[config.mk]
export PLATFORM = sky130hd
export DESIGN_NAME = instr_scheduler
export DESIGN_NICKNAME = d
export VERILOG_FILES = /design/src/rtl/instr_scheduler.sv
export SDC_FILE = /design/constraint.sdc
export NUM_CORES = 1
export LEC_CHECK = 0
export ABC_AREA = 1
export CAP_MARGIN = 20
export CORE_ASPECT_RATIO = 0.8
export CORE_UTILIZATION = 40
export CTS_CLUSTER_DIAMETER = 150
export DETAILED_ROUTE_END_ITERATION = 10
export GPL_TIMING_DRIVEN = 0
export HOLD_SLACK_MARGIN = 0.12
export PLACE_DENSITY = 0.71
export SLEW_MARGIN = 20
export SYNTH_ARGS = -nofsm -noshare
export SYNTH_HDL_FRONTEND = slang
export SYNTH_SLANG_ARGS = --single-unit
[constraint.sdc]
create_clock -name clk -period 2.85 [get_ports clk]
set_clock_uncertainty 0.2 [all_clocks]
set_input_delay 0.855 -clock clk [delete_from_list [all_inputs] [get_ports clk]]
set_output_delay 0.855 -clock clk [all_outputs]
set_load 0.05 [all_outputs]
[src/rtl/instr_scheduler.sv]
// Instruction scheduler: a small FIFO of host instructions feeding a
// processor through a three-phase handshake (IDLE -> PREP -> RUN), with a
// completion counter and a sticky abort flag for instructions that time out.
module instr_scheduler #(
   parameter int DEPTH   = 4,
   parameter int TIMEOUT = 31
) (
   input  logic        clk,
   input  logic        rst,
   input  logic [33:0] in_instr,
   input  logic        in_valid,
   output logic        in_ready,
   output logic [33:0] proc_instr,
   output logic        proc_sig,
   input  logic        proc_done,
   output logic        busy,
   output logic [7:0]  issued_count,
   output logic        timeout_err
);

   localparam int DATA_W = 34;
   localparam int AW     = (DEPTH > 1) ? $clog2(DEPTH) : 1;
   localparam int CW     = AW + 1;
   localparam int WW     = (TIMEOUT > 1) ? $clog2(TIMEOUT + 1) : 1;

   typedef enum logic [1:0] {IDLE, PREP, RUN} state_t;

   state_t              state, state_nxt;
   logic [DATA_W-1:0]   mem [DEPTH];
   logic [AW-1:0]       wr_ptr, rd_ptr;
   logic [CW-1:0]       count;
   logic [WW-1:0]       wait_cnt;
   logic                push, pop;
   logic                run_done, run_timeout;

   // The host may hold its word while full; a pop in the same cycle does
   // not open a slot early because ready depends only on registered count.
   assign in_ready = (count < CW'(DEPTH));
   assign push     = in_valid && in_ready;
   assign busy     = (state != IDLE) || (count != '0);

   // Next-state and handshake decode; RUN ends on completion or on the last
   // permitted wait cycle, with completion winning a tie.
   always_comb begin
      state_nxt   = state;
      pop         = 1'b0;
      proc_sig    = 1'b0;
      run_done    = 1'b0;
      run_timeout = 1'b0;
      case (state)
         IDLE: begin
            if (count != '0) begin
               pop       = 1'b1;
               state_nxt = PREP;
            end
         end
         PREP: begin
            state_nxt = RUN;
         end
         RUN: begin
            proc_sig = 1'b1;
            if (proc_done) begin
               run_done  = 1'b1;
               state_nxt = IDLE;
            end else if (wait_cnt == WW'(TIMEOUT - 1)) begin
               run_timeout = 1'b1;
               state_nxt   = IDLE;
            end
         end
         default: begin
            state_nxt = IDLE;
         end
      endcase
   end

   // FSM state register.
   always_ff @(posedge clk or posedge rst) begin
      if (rst) state <= IDLE;
      else     state <= state_nxt;
   end

   // Queue storage; contents are don't-care until written, so no reset.
   always_ff @(posedge clk) begin
      if (push) mem[wr_ptr] <= in_instr;
   end

   // Queue pointers and occupancy; power-of-two depth makes wrap implicit.
   always_ff @(posedge clk or posedge rst) begin
      if (rst) begin
         wr_ptr <= '0;
         rd_ptr <= '0;
         count  <= '0;
      end else begin
         if (push) wr_ptr <= wr_ptr + AW'(1);
         if (pop)  rd_ptr <= rd_ptr + AW'(1);
         case ({push, pop})
            2'b10:   count <= count + CW'(1);
            2'b01:   count <= count - CW'(1);
            default: count <= count;
         endcase
      end
   end

   // Instruction register to the processor; holds until the next pop.
   always_ff @(posedge clk or posedge rst) begin
      if (rst)      proc_instr <= '0;
      else if (pop) proc_instr <= mem[rd_ptr];
   end

   // RUN wait counter; zero whenever not running so each RUN starts fresh.
   always_ff @(posedge clk or posedge rst) begin
      if (rst)                                    wait_cnt <= '0;
      else if (state == RUN && state_nxt == RUN)  wait_cnt <= wait_cnt + WW'(1);
      else                                        wait_cnt <= '0;
   end

   // Completion counter (wraps) and sticky abort flag.
   always_ff @(posedge clk or posedge rst) begin
      if (rst) begin
         issued_count <= '0;
         timeout_err  <= 1'b0;
      end else begin
         if (run_done)    issued_count <= issued_count + 8'd1;
         if (run_timeout) timeout_err  <= 1'b1;
      end
   end

endmodule

==> results of run 1 <==
[cell usage after synthesis (all sizes together)]
| master | n | area (µm²) |
|---|---|---|
| buf | 23 | 153.9 |
| dfrtp | 57 | 1426 |
| or2 | 1 | 6.260 |
| nand2 | 175 | 656.9 |
| edfxtp | 136 | 4084 |
| nand3 | 4 | 20.02 |
| a21oi | 2 | 10.01 |
| clkbuf | 6 | 30.03 |
| fa | 1 | 20.02 |
| a21o | 1 | 7.510 |
| inv | 29 | 108.9 |
| nand4 | 1 | 6.260 |
| o21ai | 75 | 375.4 |
| xor2 | 3 | 26.28 |
| xnor2 | 4 | 35.03 |
| nor3 | 1 | 5.000 |
| ha | 8 | 100.1 |
| nor2 | 158 | 600.6 |
[power breakdown]
| part | switching [mW] | internal [mW] |
|---|---|---|
| clock | 1.14 | 1.18 |
| sequential | 0.256 | 3.65 |
| combinational | 3.11 | 1.48 |
| total | 4.51 | 6.30 |
[layer usage]
| layer | GRT usage | part of all wire | up-vias |
|---|---|---|---|
| li1 | - | - | 2482 |
| met1 | 0.2435 | 0.48 | 2365 |
| met2 | 0.2727 | 0.46 | 128 |
| met3 | 0.04129 | 0.053 | 6 |
| met4 | 0.03806 | 0.0037 | 0 |
| met5 | 0 | 0 | - |
[registers in the layout (all words and copies together) (netlist names)]
name          flops
wait_cnt          5
rd_ptr            2
mem             136
issued_count      8
wr_ptr            2
proc_instr       34
count             3
state             2
timeout_err       1
[layout make-up]
class,instances,share of cell area
Buffer,29,0.01923
Inverter,29,0.01164
Clock buffer,17,0.04448
Clock inverter,15,0.01740
Timing Repair Buffer,88,0.09942
Sequential cell,193,0.5761
Multi-Input combinational cell,434,0.1986
Tap cell,253,0.03310
[placed cells by master (no fill, tap or decap)]
master	netlist	final
xor2_1	3	3
nand4_1	1	1
inv_4	0	1
dfrtp_1	57	57
buf_16	0	3
edfxtp_1	136	136
inv_2	4	4
buf_12	0	2
clkbuf_16	0	17
clkinv_1	0	1
nor2_1	157	153
a21o_1	1	1
clkbuf_2	6	6
ha_1	8	8
inv_8	0	5
fa_1	1	1
clkdlybuf4s50_1	0	81
clkinv_8	0	4
nand2_1	175	175
buf_2	12	12
inv_6	0	3
nor2_4	1	5
o21ai_1	25	25
inv_1	25	24
buf_4	8	8
dlygate4sd2_1	0	2
or2_2	1	1
xnor2_1	4	4
clkinvlp_4	0	2
buf_6	3	3
nor3_1	1	1
o21ai_0	50	50
nand3_1	4	4
a21oi_1	2	2
[worst max path at each step]
stage / to / slack, ns / cells past startpoint
floorplan: mem[0][0] / -0.26 / 2
global placement: mem[1][9] / -1.87 / 3
detailed placement: mem[1][12] / -0.24 / 4
CTS: in_ready / 0.06 / 2
global route: in_ready / 0.02 / 2
finish: issued_count[0] / 0.09 / 1
[cells by family after synthesis]
kind of cell    share of synthesized area
buf+inv                           0.03816
simple gates                       0.1688
xor+xnor                         0.007991
fa+ha+maj                         0.01566
flops                              0.7182
compound gates                    0.05121
[through the flow]
step           hold WS, ns  setup TNS, ns
4_1_cts             0.2679              0
6_report            0.2647              0
5_1_grt             0.2842              0
3_5_place_dp        0.2510         -13.36
3_3_place_gp        0.2405        -300.20
2_1_floorplan       0.2465         -35.16
==> summary.md, run 1 <==
| Metric | Value |
|---|---|
| First-pass GRT wire length | about 26000 µm |
| CP top delay family | buffers and inverters |
| Critical Path AT | ~1.7 ns |
| GRT overflow | 0 |
| Ratio of final minimum period to clock period | 0.9694 |
| Vias per cell | 4.708 |
| Critical path's largest stage delay | approximately 0.85 ns |
| Syn Std Cell Area | 7672 µm² |
| Reg area | 5510 µm² |
| RSZ-0062 raised after global routing | no |
| Post-Synthesis Cells | 685 |
| Row cnt | between 40 and 50 |
| Period minus WS final | 2.763 ns |
| Pwr Density | 1131 nW/µm² |
| Distinct cells, synth | 23 |
| Slew headroom | 0.4980 |
| Power Total | 10.82 mW |
| Hold/Removal Path Class | reg2reg |
| Slowest-stage cell, CP | clkdlybuf4s50_1 |
| Fin area | 9564 µm² |
| DP HPWL | 10610 µm |
| R2R cell count | 11 |
| Worst slew pin tran | between 0.7 and 0.8 ns |
| Net count, final | between 800 and 900 |
| Crit path cell chain | clkdlybuf4s50_1 |
| Leak pwr | 3.823 nW |
| Worst Setup SP | issued_count[0] |
| Fin cells | 1058 |
| Largest net degree at the start of global routing | 31 |
| Clock sinks | 193 |
| Worst flop-to-flop path endpoint | count[2] |
| CTS buffer count | 17 |
| Area of the multi-input gates | 1899 µm² |
| Die width | 156.8 µm |
| Register area share after synthesis | 0.7182 |
| Fill cells | 1608 |
| Starting density of the core | 0.4160 |
| CTS tree | done |
| Worst EP required | 1.80 ns |
| Placed inst area | 8975 µm² |
| Total GRT Usage | 0.1731 |
| Vias after detailed routing | 4981 |
| Post-DRT Antenna Nets | 0 |
| Worst VDD drop | 0.6592 mV |
| Min-delay src | timeout_err |
| Final Wtd Congestion | roughly 0.73 |
| Register bit count reported by yosys | 193 |
| Number of synthesis warnings | 0 |
| Drt drc | 0 |
| Routed wire length | 16030 µm |
| Vias in the first global route | 4920 |
| Die height | between 100 and 150 µm |
| Clock-pin slew of the registers on the worst-case setup and hold paths | 0.07 ns |
| Root Buffer | clkbuf_16 |
| Fmax | 362.0 MHz |
| Final setup margin | 0.08724 ns |
| I/O pins | 84 |
| Placed Instances | a little over 1000 |
| Drt first-iter violations | between 400 and 500 |
| Worst Setup Start Kind | flip-flop |
| Core box area | about 18000 µm² |
| CTS Hold Bufs | 0 |
| Setup WS pre-CTS | -0.2427 ns |
| Syn_nets | 732 |
| Pre-antenna DRT Iters | 5 |
| Crit path max fanout | 4 |
| Synth Area per Inst | 11.20 µm² |
| Critical R2R Launch | state[1] |
| Final Hold Vio Count | 0 |
| IO Port Bufs | 83 |
| Post-CTS sizing | 2 |
| Htree depth | 4 |
| Avg WL per Cell | approximately 15 µm |
| Setup violators final | 0 |
| Hold path depth | 1 |
| Antenna fix cells | 0 |
| Initial antenna violation count | 0 |
| Worst skew pair latency | 0.44 ns |
| CP Buf/Inv Count | 1 |
| Maxcap violations | 0 |
| Share of layout cells above drive strength 1 | 0.09441 |
| DIE AREA | 19740 µm² |
| Crit end category | primary output |
| Slew Limit Fails | 0 |
| Setup repair bufs after CTS | 0 |
| Layout Utilization | 0.5186 |
| P&R area growth vs syn | 24.66% |
| Max Root-Sink Buffers | 2 |
| R2r setup slk | approximately 0.43 ns |
| Status | completed |
| Hold Path Sink | timeout_err |
| Setup CP Type | reg2out |
(Power assumes the default switching activity.)
==> run 2: changes to the inputs <==
Settings changed: CORE_UTILIZATION 40 to 44, CTS_CLUSTER_DIAMETER 150 to not set, PLACE_DENSITY 0.71 to 0.76.
Clock period 2.85 ns to 2.3 ns, I/O delays scaled along.
==> run 2 against run 1 <==
Net effect:
- critical path depth unchanged
- largest power group unchanged
- total power increased by 22%
- combinational power increased by 20%
- highest routed layer unchanged
==> summary.md, run 2 (synthesis results as in run 1) <==
| Metric | Value |
|---|---|
| Hold Path Sink | timeout_err |
| Drt drc | 0 (unchanged) |
| Critical Path AT | 1.36 ns (-0.35 ns) |
| CP Buf/Inv Count | 1 (unchanged) |
| CTS Hold Bufs | 0 (unchanged) |
| Slowest-stage cell, CP | dlygate4sd2_1 |
| Slew Limit Fails | 0 (unchanged) |
| Clock-pin slew of the registers on the worst-case setup and hold paths | 0.07 ns (about the same) |
| Met2 usage | 0.2980 (+0.02535) |
| Setup violators final | 0 (unchanged) |
| Worst Setup Start Kind | flip-flop |
| CTS buffer count | 17 (unchanged) |
| Net count, final | 840 (+0.12%) |
| Most frequent cells in the layout | nand2_1 (174), nor2_1 (153), edfxtp_1 (136), dfrtp_1 (57), o21ai_0 (50) |
| Period minus WS final | 2.246 ns |
| Final Hold Vio Count | 0 (unchanged) |
| Crit path cell chain | dlygate4sd2_1 |
| DIE AREA | 17970 µm² (-9.0%) |
| Placed Instances | 993 (-3.2%) |
| Worst flop-to-flop path endpoint | mem[2][18] |
| Busiest layer in global routing | met2 |
| R2R cell count | 5 (-6) |
| Setup WS pre-CTS | -0.5512 ns (-0.3085 ns) |
| Pwr Density | 1394 nW/µm² (+23%) |
| Met1 usage | 0.2569 (+0.01338) |
| Vias in the first global route | 4839 (-1.6%) |
| Setup TNS | 0 ns (unchanged) |
| Pre-antenna DRT Iters | 5 (unchanged) |
| Crit end category | primary output |
| Layout Utilization | 0.5643 (+0.04570) |
| Worst VDD drop | 0.6289 mV (-4.6%) |
| Starting density of the core | 0.4562 (+0.04024) |
| Worst EP required | 1.41 ns (-0.39 ns) |
| P&R area growth vs syn | 23.68% |
| Share of layout cells above drive strength 1 | 0.1055 (+0.01105) |
| Drt first-iter violations | 377 (-9.8%) |
| Most common cell after layout, fill and taps aside | nand2_1 |
| Fmax | around 450 MHz |
| Avg WL per Cell | 15.33 µm (+1.1%) |
| Total GRT Usage | 0.1890 (+0.01591) |
| Vias after detailed routing | 4936 (-0.90%) |
| DP HPWL | 10270 µm (-3.2%) |
| Fin area | 9489 µm² (-0.78%) |
| Largest net degree at the start of global routing | 40 (+29%) |
| Hold/Removal Path Class | reg2reg |
| Critical path's largest stage delay | 0.54 ns (-0.31 ns) |
| Met3 Track Usage GR | 0.04829 (+0.006995) |
| Crit path max fanout | 4 (unchanged) |
| Setup CP Type | reg2out |
| Clock sinks | 193 (unchanged) |
| Die height | 120.1 µm (-4.6%) |
| Antenna fix cells | 0 (unchanged) |
| RSZ-0062 raised after global routing | no |
| Vias per cell | 4.811 (+2.2%) |
| Critical R2R Launch | wr_ptr[0] |
| Htree depth | 4 (unchanged) |
| Hold path depth | 1 (unchanged) |
| Top flop regs | mem x136, proc_instr x34, issued_count x8 |
| Row cnt | 42 (-4.5%) |
| Leak pwr | 3.933 nW (+2.9%) |
| Slew headroom | 0.5545 (+0.05650) |
| Maxcap violations | 0 (unchanged) |
| Largest register FFs | 136 (unchanged) |
| Root Buffer | clkbuf_16 |
| Final Wtd Congestion | 0.8043 (+11%) |
| Most flop-heavy register | mem |
| Min Hold Slack | 0.2530 ns (-0.01167 ns) |
| CP top delay family | buffers and inverters |
| First-pass GRT wire length | 25170 µm (-1.8%) |
| Core box area | 16820 µm² (-8.8%) |
| Post-DRT Antenna Nets | 0 (unchanged) |
| Worst skew pair latency | 0.43 ns (about the same) |
| Placed inst area | 8934 µm² (-0.46%) |
| Min-delay src | timeout_err |
| Fin cells | 1026 (-3.0%) |
| Worst slew pin tran | 0.6666 ns (-0.08454 ns) |
| Ratio of final minimum period to clock period | 0.9764 |
| I/O pins | 84 (unchanged) |
| CTS tree | done |
| GRT overflow | 0 (unchanged) |
| Final setup margin | 0.05437 ns (-0.03287 ns) |
| Die width | 149.6 µm (-4.6%) |
| Power Total | 13.23 mW (+22%) |
| Initial antenna violation count | 0 (unchanged) |
| Max Root-Sink Buffers | 2 (unchanged) |
| Routed wire length | 15720 µm (-1.9%) |
| Status | completed |
| R2r setup slk | 0.29 ns (-0.14 ns) |
| IO Port Bufs | 83 (unchanged) |
run 2: final cells by class:
cell class | instances | area [µm²]
Sequential cell | 193 | 5510
Multi-Input combinational cell | 434 | 1909
Buffer | 28 | 178.9
Tap cell | 220 | 275.3
Clock buffer | 18 | 429.2
Clock inverter | 14 | 167.7
Inverter | 29 | 116.4
Fill cell | 1398 | 7327
Timing Repair Buffer | 90 | 902.1
run 2: worst max path at each step:
stage,start,endpoint,cells after the start
2_1_floorplan,in_valid,mem[0][0],2
3_3_place_gp,in_valid,mem[0][10],3
3_5_place_dp,in_valid,mem[1][12],4
4_1_cts,issued_count[4],issued_count[4],1
5_1_grt,issued_count[5],issued_count[5],1
6_report,issued_count[7],issued_count[7],1
run 2: layer usage:
metal  wire length, µm  part of all wire
met1              7230              0.46
met4               136            0.0086
met5                 0                 0
met3               946             0.060
met2              7410              0.47
run 2: repair_timing:
action,4_1_cts,5_1_grt
setup endpoints to repair,99,58
gates resized for setup,59,14
gates cloned,0,0
setup buffers,0,2
pin swaps,0,1
run 2: where the power goes:
part | internal, mW | leakage, nW | total, mW | switching, mW
registers | 4.52 | 1.95 | 4.82 | 0.298
logic | 1.64 | 1.69 | 5.49 | 3.85
clock network | 1.55 | 0.292 | 2.93 | 1.37
total | 7.71 | 3.93 | 13.2 | 5.52
run 2: worst register-to-register path, stage by stage (launching register included):
cell and delay [ns]:
dfrtp_1 0.41, inv_1 0.12, ha_1 0.16, inv_1 0.06, nor2_4 0.53, buf_16 0.24
